`src/rtl/cnn_ctrl_pkg.sv`:
```
// rtl/cnn_ctrl_pkg.sv - shared state type and stage constants for the inference sequencer
package cnn_ctrl_pkg;

    typedef enum logic [2:0] {IDLE, START, WAIT, DONE, ERR} seq_state_t;

    localparam int MAX_STAGES = 4;
    typedef logic [$clog2(MAX_STAGES)-1:0] stage_idx_t;

    localparam int STAGE_CONV1 = 0;
    localparam int STAGE_DWCV2 = 1;
    localparam int STAGE_FC1   = 2;
    localparam int STAGE_FC2   = 3;

    localparam int DEFAULT_TIMEOUT = 1024;

endpackage

```
`src/rtl/layer_sequencer_if.sv`:
```
// rtl/layer_sequencer_if.sv - frame, stage and result handshakes of the sequencer
// LAYER_SEQ_PERF_EN adds the cycles_last / stage_cycles performance outputs.
interface layer_sequencer_if #(
    parameter int NUM_STAGES = 4
`ifdef LAYER_SEQ_PERF_EN
    , parameter int TMR_W = 16
`endif
);
    localparam int IDX_W = (NUM_STAGES > 1) ? $clog2(NUM_STAGES) : 1;

    logic                  in_valid;
    logic                  in_ready;
    logic [NUM_STAGES-1:0] stage_start;
    logic [NUM_STAGES-1:0] stage_done;
    logic                  out_valid;
    logic                  out_ready;
    logic                  busy;
    logic [IDX_W-1:0]      cur_stage;
    logic                  error;
    logic                  err_clear;
`ifdef LAYER_SEQ_PERF_EN
    logic [31:0]                      cycles_last;
    logic [NUM_STAGES-1:0][TMR_W-1:0] stage_cycles;

    modport master (
        input  in_valid, stage_done, out_ready, err_clear,
        output in_ready, stage_start, out_valid, busy, cur_stage, error,
        output cycles_last, stage_cycles
    );
    modport slave (
        output in_valid, stage_done, out_ready, err_clear,
        input  in_ready, stage_start, out_valid, busy, cur_stage, error,
        input  cycles_last, stage_cycles
    );
`else
    modport master (
        input  in_valid, stage_done, out_ready, err_clear,
        output in_ready, stage_start, out_valid, busy, cur_stage, error
    );
    modport slave (
        output in_valid, stage_done, out_ready, err_clear,
        input  in_ready, stage_start, out_valid, busy, cur_stage, error
    );
`endif

endinterface

```
`src/rtl/stage_watchdog.sv`:
```
// rtl/stage_watchdog.sv - busy timer for the active stage
// expired is high on the last permitted cycle (count == TIMEOUT_CYCLES-1) while enabled.
module stage_watchdog #(
    parameter int TIMEOUT_CYCLES = 1024,
    parameter int TMR_W          = 16
) (
    input  logic clk,
    input  logic rst,
    input  logic clear,
    input  logic enable,
    output logic expired
);

    logic [TMR_W-1:0] count;

    always_ff @(posedge clk) begin
        if (rst || clear) begin
            count <= '0;
        end else if (enable && !expired) begin
            count <= count + 1'b1;
        end
    end

    assign expired = enable && (count == TMR_W'(TIMEOUT_CYCLES - 1));

endmodule

```
`src/rtl/layer_sequencer.sv`:
```
// rtl/layer_sequencer.sv - runs conv1, dwcv2, fc1, fc2 in order per frame with a watchdog
// Optional LAYER_SEQ_PERF_EN adds frame and per-stage cycle counters.
module layer_sequencer
    import cnn_ctrl_pkg::*;
#(
    parameter int NUM_STAGES     = 4,
    parameter int TIMEOUT_CYCLES = DEFAULT_TIMEOUT,
    parameter int TMR_W          = 16
) (
    input  logic               clk,
    input  logic               rst,
    layer_sequencer_if.master  bus
);

    localparam int IDX_W = (NUM_STAGES > 1) ? $clog2(NUM_STAGES) : 1;
    localparam logic [IDX_W-1:0] LAST_IDX = IDX_W'(NUM_STAGES - 1);

    seq_state_t       state;
    logic [IDX_W-1:0] idx;
    logic             expired;
    logic             done_hit;
    logic             handshake;

    // The start pulse is visible during the first WAIT cycle; a done in that cycle is ignored.
    assign done_hit  = bus.stage_done[idx] && (bus.stage_start == '0);
    assign handshake = bus.out_valid && bus.out_ready;

    stage_watchdog #(
        .TIMEOUT_CYCLES (TIMEOUT_CYCLES),
        .TMR_W          (TMR_W)
    ) u_watchdog (
        .clk     (clk),
        .rst     (rst),
        .clear   (state == START),
        .enable  (state == WAIT),
        .expired (expired)
    );

    always_ff @(posedge clk) begin
        if (rst) begin
            state           <= IDLE;
            idx             <= '0;
            bus.in_ready    <= 1'b1;
            bus.stage_start <= '0;
            bus.out_valid   <= 1'b0;
            bus.busy        <= 1'b0;
            bus.cur_stage   <= '0;
            bus.error       <= 1'b0;
        end else begin
            bus.stage_start <= '0;
            case (state)
                IDLE: begin
                    if (bus.in_valid && bus.in_ready) begin
                        idx          <= '0;
                        bus.busy     <= 1'b1;
                        bus.in_ready <= 1'b0;
                        state        <= START;
                    end
                end
                START: begin
                    bus.stage_start <= NUM_STAGES'(1) << idx;
                    bus.cur_stage   <= idx;
                    state           <= WAIT;
                end
                WAIT: begin
                    // done takes priority over a coincident timeout
                    if (done_hit) begin
                        if (idx == LAST_IDX) begin
                            state <= DONE;
                        end else begin
                            idx   <= idx + 1'b1;
                            state <= START;
                        end
                    end else if (expired) begin
                        bus.error <= 1'b1;
                        bus.busy  <= 1'b0;
                        state     <= ERR;
                    end
                end
                DONE: begin
                    if (handshake) begin
                        bus.out_valid <= 1'b0;
                        bus.busy      <= 1'b0;
                        bus.in_ready  <= 1'b1;
                        state         <= IDLE;
                    end else begin
                        bus.out_valid <= 1'b1;
                    end
                end
                ERR: begin
                    if (bus.err_clear) begin
                        bus.error    <= 1'b0;
                        bus.in_ready <= 1'b1;
                        state        <= IDLE;
                    end
                end
                default: state <= IDLE;
            endcase
        end
    end

`ifdef LAYER_SEQ_PERF_EN
    logic [31:0]                      run_cnt;
    logic [31:0]                      run_next;
    logic [TMR_W-1:0]                 wait_cnt;
    logic [NUM_STAGES-1:0][TMR_W-1:0] stage_acc;
    logic [NUM_STAGES-1:0][TMR_W-1:0] stage_new;

    assign run_next = (run_cnt == 32'hFFFF_FFFF) ? run_cnt : run_cnt + 32'd1;

    always_comb begin
        stage_new      = stage_acc;
        stage_new[idx] = wait_cnt + 1'b1;
    end

    // run_cnt holds 1 in IDLE so the accept edge itself is counted.
    always_ff @(posedge clk) begin
        if (rst) begin
            run_cnt          <= '0;
            wait_cnt         <= '0;
            stage_acc        <= '0;
            bus.cycles_last  <= '0;
            bus.stage_cycles <= '0;
        end else begin
            run_cnt <= (state == IDLE) ? 32'd1 : run_next;
            if (state == START) begin
                wait_cnt <= '0;
            end else if (state == WAIT) begin
                wait_cnt <= wait_cnt + 1'b1;
            end
            if (state == WAIT && done_hit) begin
                stage_acc <= stage_new;
                if (idx == LAST_IDX) begin
                    bus.cycles_last  <= run_next;
                    bus.stage_cycles <= stage_new;
                end
            end
        end
    end
`endif

endmodule

```
`src/flat_wrapper.sv`:
```
// flat-port wrapper written by rule: the top's interface ports become plain ports
module layer_sequencer_flat import cnn_ctrl_pkg::*;
#(
    parameter int NUM_STAGES     = 4,
    parameter int TIMEOUT_CYCLES = DEFAULT_TIMEOUT,
    parameter int TMR_W          = 16
)
  (clk, rst, bus_in_valid, bus_stage_done, bus_out_ready, bus_err_clear, bus_in_ready, bus_stage_start, bus_out_valid, bus_busy, bus_cur_stage, bus_error);
  layer_sequencer_if #(.NUM_STAGES(NUM_STAGES)) bus_i ();
  input  logic clk;
  input  logic rst;
  input wire logic [$bits(bus_i.in_valid)-1:0] bus_in_valid;
  input wire logic [$bits(bus_i.stage_done)-1:0] bus_stage_done;
  input wire logic [$bits(bus_i.out_ready)-1:0] bus_out_ready;
  input wire logic [$bits(bus_i.err_clear)-1:0] bus_err_clear;
  output wire logic [$bits(bus_i.in_ready)-1:0] bus_in_ready;
  output wire logic [$bits(bus_i.stage_start)-1:0] bus_stage_start;
  output wire logic [$bits(bus_i.out_valid)-1:0] bus_out_valid;
  output wire logic [$bits(bus_i.busy)-1:0] bus_busy;
  output wire logic [$bits(bus_i.cur_stage)-1:0] bus_cur_stage;
  output wire logic [$bits(bus_i.error)-1:0] bus_error;
  assign bus_i.in_valid = bus_in_valid;
  assign bus_i.stage_done = bus_stage_done;
  assign bus_i.out_ready = bus_out_ready;
  assign bus_i.err_clear = bus_err_clear;
  assign bus_in_ready = bus_i.in_ready;
  assign bus_stage_start = bus_i.stage_start;
  assign bus_out_valid = bus_i.out_valid;
  assign bus_busy = bus_i.busy;
  assign bus_cur_stage = bus_i.cur_stage;
  assign bus_error = bus_i.error;
  layer_sequencer #(.NUM_STAGES(NUM_STAGES), .TIMEOUT_CYCLES(TIMEOUT_CYCLES), .TMR_W(TMR_W)) u_core (.clk(clk), .rst(rst), .bus(bus_i));
endmodule
```
`config.mk`:
```
export PLATFORM = sky130hd
export DESIGN_NAME = layer_sequencer_flat
export DESIGN_NICKNAME = d
export VERILOG_FILES = /design/src/rtl/cnn_ctrl_pkg.sv /design/src/rtl/layer_sequencer_if.sv /design/src/rtl/stage_watchdog.sv /design/src/rtl/layer_sequencer.sv /design/src/flat_wrapper.sv
export SDC_FILE = /design/constraint.sdc
export NUM_CORES = 1
export LEC_CHECK = 0
export BUFFER_PORTS_ARGS = -buffer_cell sky130_fd_sc_hd__buf_2
export CAP_MARGIN = 30
export CORE_ASPECT_RATIO = 2
export CORE_MARGIN = 1.5
export CORE_UTILIZATION = 45
export CTS_CLUSTER_DIAMETER = 150
export CTS_CLUSTER_SIZE = 16
export DETAILED_ROUTE_END_ITERATION = 10
export SLEW_MARGIN = 20
export SYNTH_ARGS = -nofsm -noshare
export SYNTH_HDL_FRONTEND = slang
export SYNTH_SLANG_ARGS = --single-unit
```
`constraint.sdc`:
```
create_clock -name clk -period 2.6 [get_ports clk]
set_input_delay 0.26 -clock clk [delete_from_list [all_inputs] [get_ports clk]]
set_output_delay 0.26 -clock clk [all_outputs]
set_load 0.02 [all_outputs]
```
# == Word-level counts from Yosys, hierarchy flattened ==
# Cells that the tools add are included.
# totals
n_memories,0
input_bits,9
latchBits,0
output_inout_bits,10
ff_bits,31
ramBits,0
rom_bits,0
elab_cells,74
# classes
add_sub_neg,2
reduce_logical,19
n_eq_ne,14
bitwise_logic,1
order_cmp,1
div_mod_pow,0
n_shift,1
mul,0
n_mux,27
# ops
operator,count
$add A16 B1 Y16 const B,1
$eq A16 B10 Y1 const B,1
$reduce_and A4 Y1,4
$mux W3,5
$pmux W3 S5,1
$mux W1,12
$mux W2,4
$ne A2 B1 Y1 const B,4
$eq A3 B2 Y1 const B,2
$ne A2 B2 Y1 const B,3
$pmux W1 S3,2
$reduce_bool A3 Y1,2
$logic_and A1 B1 Y1,5
$reduce_and A5 Y1,1
$logic_not A4 Y1,1
$pmux W2 S2,1
$reduce_bool A2 Y1,2
$shl A1 B2 Y4 const A,1
$eq A3 B1 Y1 const B,1
$eq A3 B3 Y1 const B,1
$logic_not A3 Y1,1
$lt A2 B3 Y1 const B,1
$ne A3 B1 Y1 const B,1
$add A2 B1 Y2 const B,1
7 further kinds,7

# == Longest topological paths before layout ==
# depth
depth_word,5
mapped_depth,6
depth_no_buf,5

# == By module ==
# A second synthesis with hierarchy kept.
# unflattened
hier_cells,186
area_unflattened_um2,1619.1
# modules_own_cells
module,seq_area_each_um2,area_each_um2,cells_per_inst,n_inst
stage_watchdog,320.3,864.6,99,1
layer_sequencer,300.3,754.5,87,1

# == Worst setup path before layout ==
# Ideal clock, no wire load.
# synth_timing
path_type,register to register
from,register u_core.state[0]
to,register u_core.u_watchdog.count[15]
setup_time_ns,0.070
arrival_time_ns,1.776
required_ns,2.530
n_path_buf,0
slack_ns,0.753
stages_incl_launch_ff,5
synth_period_minus_slack_ns,1.847
path_cell_list,dfxtp_1 > or3b_4 > or4_4 > or4_1 > a21oi_1
# synth_between
elab_chain_len,4
word_cells_on_any_way,6
classes_between,eq/ne (2); reduce/logical (4)
# synth_rtl
element,line,rtl
"start, declared",layer_sequencer.sv:18,seq_state_t state;
"start signal, assigned",layer_sequencer.sv:41,state <= IDLE;
"start signal, assigned",layer_sequencer.sv:57,state <= START;
"start signal, assigned",layer_sequencer.sv:63,state <= WAIT;
$eq A3 B2 Y1,layer_sequencer.sv:35,".enable (state == WAIT),"
$logic_and A1 B1 Y1,stage_watchdog.sv:24,assign expired = enable && (count == TMR_W'(TIMEOUT_CYCLES - 1));
$logic_not A1 Y1,stage_watchdog.sv:19,end else if (enable && !expired) begin
$logic_and A1 B1 Y1,stage_watchdog.sv:19,
"end signal, assigned",stage_watchdog.sv:20,count <= count + 1'b1;
"end, declared",stage_watchdog.sv:14,logic [TMR_W-1:0] count;
# Parallel ways exist; a longest one is shown, timed or not.
# A chain may end at the register's enable or synchronous reset.

# == Worst setup path in the final report ==
# layout_timing
from,register u_core.state[1]
to,register u_core.u_watchdog.count[13]
# The elaborated chain is that of the path after synthesis.

==> flow_metrics.env <==
export IMPL_clk_latency_ns=0.28
export IMPL_ir_drop_mv=0.446
export IMPL_ctsHoldBuffers=0
export IMPL_seq_area_frac_synth=0.396
export IMPL_crit_type="flip-flop to flip-flop"
export IMPL_synth_ff_type="dfxtp_1"
export IMPL_worstHoldPathType="primary input to flip-flop"
export IMPL_required_ns=2.81
export IMPL_clock_sinks=31
export IMPL_first_pass_iters=4
export IMPL_grt_ovfl_total=0
export IMPL_cts_root_buf="clkbuf_8"
export IMPL_cap_violations=0
export IMPL_io_buffers=18
export IMPL_gp_congestion=0.765
export IMPL_cts_resized_gates=0
export IMPL_synth_seq_cells=31
export IMPL_drv_slew=0
export IMPL_tns_ns=0
export IMPL_cts_setup_buffers=0
export IMPL_synth_cells=181
export IMPL_start_util=0.464
export IMPL_drtIter0Drc=20
export IMPL_tightest_slew_ns=0.632
export IMPL_grt_pass1_wl_um=5950
export IMPL_syn_to_final_growth_pct=11.6
export IMPL_max_freq_ghz=0.454
export IMPL_yosysWarnings=0
export IMPL_period_share=0.847
export IMPL_ant_nets=0
export IMPL_detailed_place_hpwl_um=2700
export IMPL_async_flop_share=0
export IMPL_drc_errors=0
export IMPL_pre_cts_slack_ns=0.431
export IMPL_htree_levels=2
export IMPL_fin_skew_ns=0.00283
export IMPL_rsz0062_at_grt="no"
export IMPL_syn_nets=192
export IMPL_ios=19
export IMPL_nets=210
export IMPL_finalWorstSetupSlack_ns=0.397
export IMPL_grt_pass1_vias=1365
export IMPL_cp_max_fo=14
export IMPL_placementRows=30
export IMPL_track_usage=0.210
export IMPL_synth_top_area_frac=0.396
export IMPL_cts_tree="done"
export IMPL_cp_end_kind="flip-flop"
export IMPL_die_area_sq_mm=0.00387
export IMPL_num_antenna_cells=0
export IMPL_cp_data_arrival_time_ns=2.41
export IMPL_ys_top_cells_by_count="dfxtp_1, a21oi_1, nand2_1, nand3_1"
export IMPL_fp_dieH_um=86.5
export IMPL_setup_viol=0
export IMPL_die_width_um=44.8
export IMPL_wirelength_um=3570
export IMPL_yosysUniqueCellTypes=41
export IMPL_synth_area_sq_mm=0.00157
export IMPL_wire_per_inst_um=15.5
export IMPL_startpoint_type="flip-flop"
export IMPL_routed_via_count=1427
export IMPL_fin_crit_ns=2.20
export IMPL_status="completed"
export IMPL_p_leak_nw=0.605
export IMPL_grt_antenna_before_repair=0
export IMPL_yosys_area_top_type="dfxtp_1"
export IMPL_yosysMostFrequentCell="dfxtp_1"
export IMPL_slew_limit_headroom=0.575
export IMPL_numCtsBuffers=5
export IMPL_via_per_inst=6.20
export IMPL_hold_viol=0
export IMPL_synth_edf_count=0
export IMPL_yosys_top_cells_area="dfxtp_1, a21oi_1, nand3_1"
export IMPL_clk_pin_slew_ns=0.06
export IMPL_core_area_sq_mm=0.00338
export IMPL_clk_path_buf_depth=2
export IMPL_power_density_mw_per_mm2=542
export IMPL_syn_avg_cell_area_sq_um=8.67
export IMPL_drive_above_1_share=0.167
export IMPL_grt_start_max_net_pins=20
kinds of logic (layout without fill, tap and decap cells):
| kind of cell | Yosys count | count (layout) | synth area share |
|---|---|---|---|
| mux | 6 | 6 | 0.0463 |
| compound gates | 42 | 42 | 0.165 |
| simple gates | 87 | 87 | 0.345 |
| fa+ha+maj | 2 | 2 | 0.0159 |
| flops | 31 | 31 | 0.396 |
| buf+inv | 13 | 30 | 0.0319 |
critical path, stage by stage (launching register included):
cell	delay, ns
dfxtp_1	0.48
or3b_4	0.51
or4_4	0.58
or4_1	0.40
a21oi_1	0.16
power by group:
group          switching [mW]  internal (mW)
Clock                   0.162          0.178
Combinational          0.0609         0.0461
Sequential             0.0163          0.487
layout make-up:
type / count / area [sq um]
Tap cell: 32 / 40.0
Multi-Input combinational cell: 137 / 898
Sequential cell: 31 / 621
Clock buffer: 6 / 72.6
Fill cell: 340 / 1630
Inverter: 4 / 15.0
Timing Repair Buffer: 20 / 105
registers in the layout, summed over array words and instances, names as in the netlist:
signal                   count
u_core.state                 3
u_core.u_watchdog.count     16
u_core.bus.cur_stage         2
u_core.bus.in_ready          1
u_core.bus.error             1
u_core.bus.stage_start       4
u_core.bus.out_valid         1
u_core.bus.busy              1
u_core.idx                   2
routing by layer:
layer / vias up / global-route usage / wire [um]
met3: 6 / 0.0500 / 75
met5: - / 0 / 0
met1: 669 / 0.205 / 1410
met4: 0 / 0.105 / 72
met2: 16 / 0.383 / 2010
li1: 736 / - / -
cell usage in the layout (no fill, tap or decap), drive strengths merged, types with 3 or more instances in the layout:
| cell type | count |
|---|---|
| nand3b | 4 |
| buf | 20 |
| a21oi | 18 |
| nand4 | 4 |
| or2 | 3 |
| nand3 | 12 |
| mux2i | 5 |
| o31ai | 8 |
| nor4 | 5 |
| nand2 | 12 |
| nor4bb | 3 |
| inv | 4 |
| or4 | 8 |
| nor4b | 3 |
| a31oi | 3 |
| o21ai | 6 |
| clkbuf | 6 |
| nor2 | 7 |
| dfxtp | 31 |
| nor3b | 3 |
| and3 | 4 |
| or3 | 6 |
stage by stage:
step	util	hold WS, ns	instance area, sq um	std cells	power (mW)
CTS	0.519	0.284	1750	230	0.961
global placement	0.497	0.456	1680	224	0.619
floorplan	-	0.431	1570	181	0.588
global route	0.519	0.303	1750	230	0.990
finish	0.519	0.291	1750	230	0.950
detailed placement	0.497	0.463	1680	224	0.622
final timing paths:
kind / from / end / slack (ns) / cells after the start
worst max-delay path: u_core.state[1] / u_core.u_watchdog.count[13] / 0.40 / 4
worst min-delay path: bus_err_clear / u_core.state[2] / 0.29 / 3
worst max register to register: u_core.state[1] / u_core.u_watchdog.count[13] / 0.40 / 4
worst min register to register: u_core.bus.error / u_core.bus.error / 0.47 / 1
(Power assumes the default switching activity.)
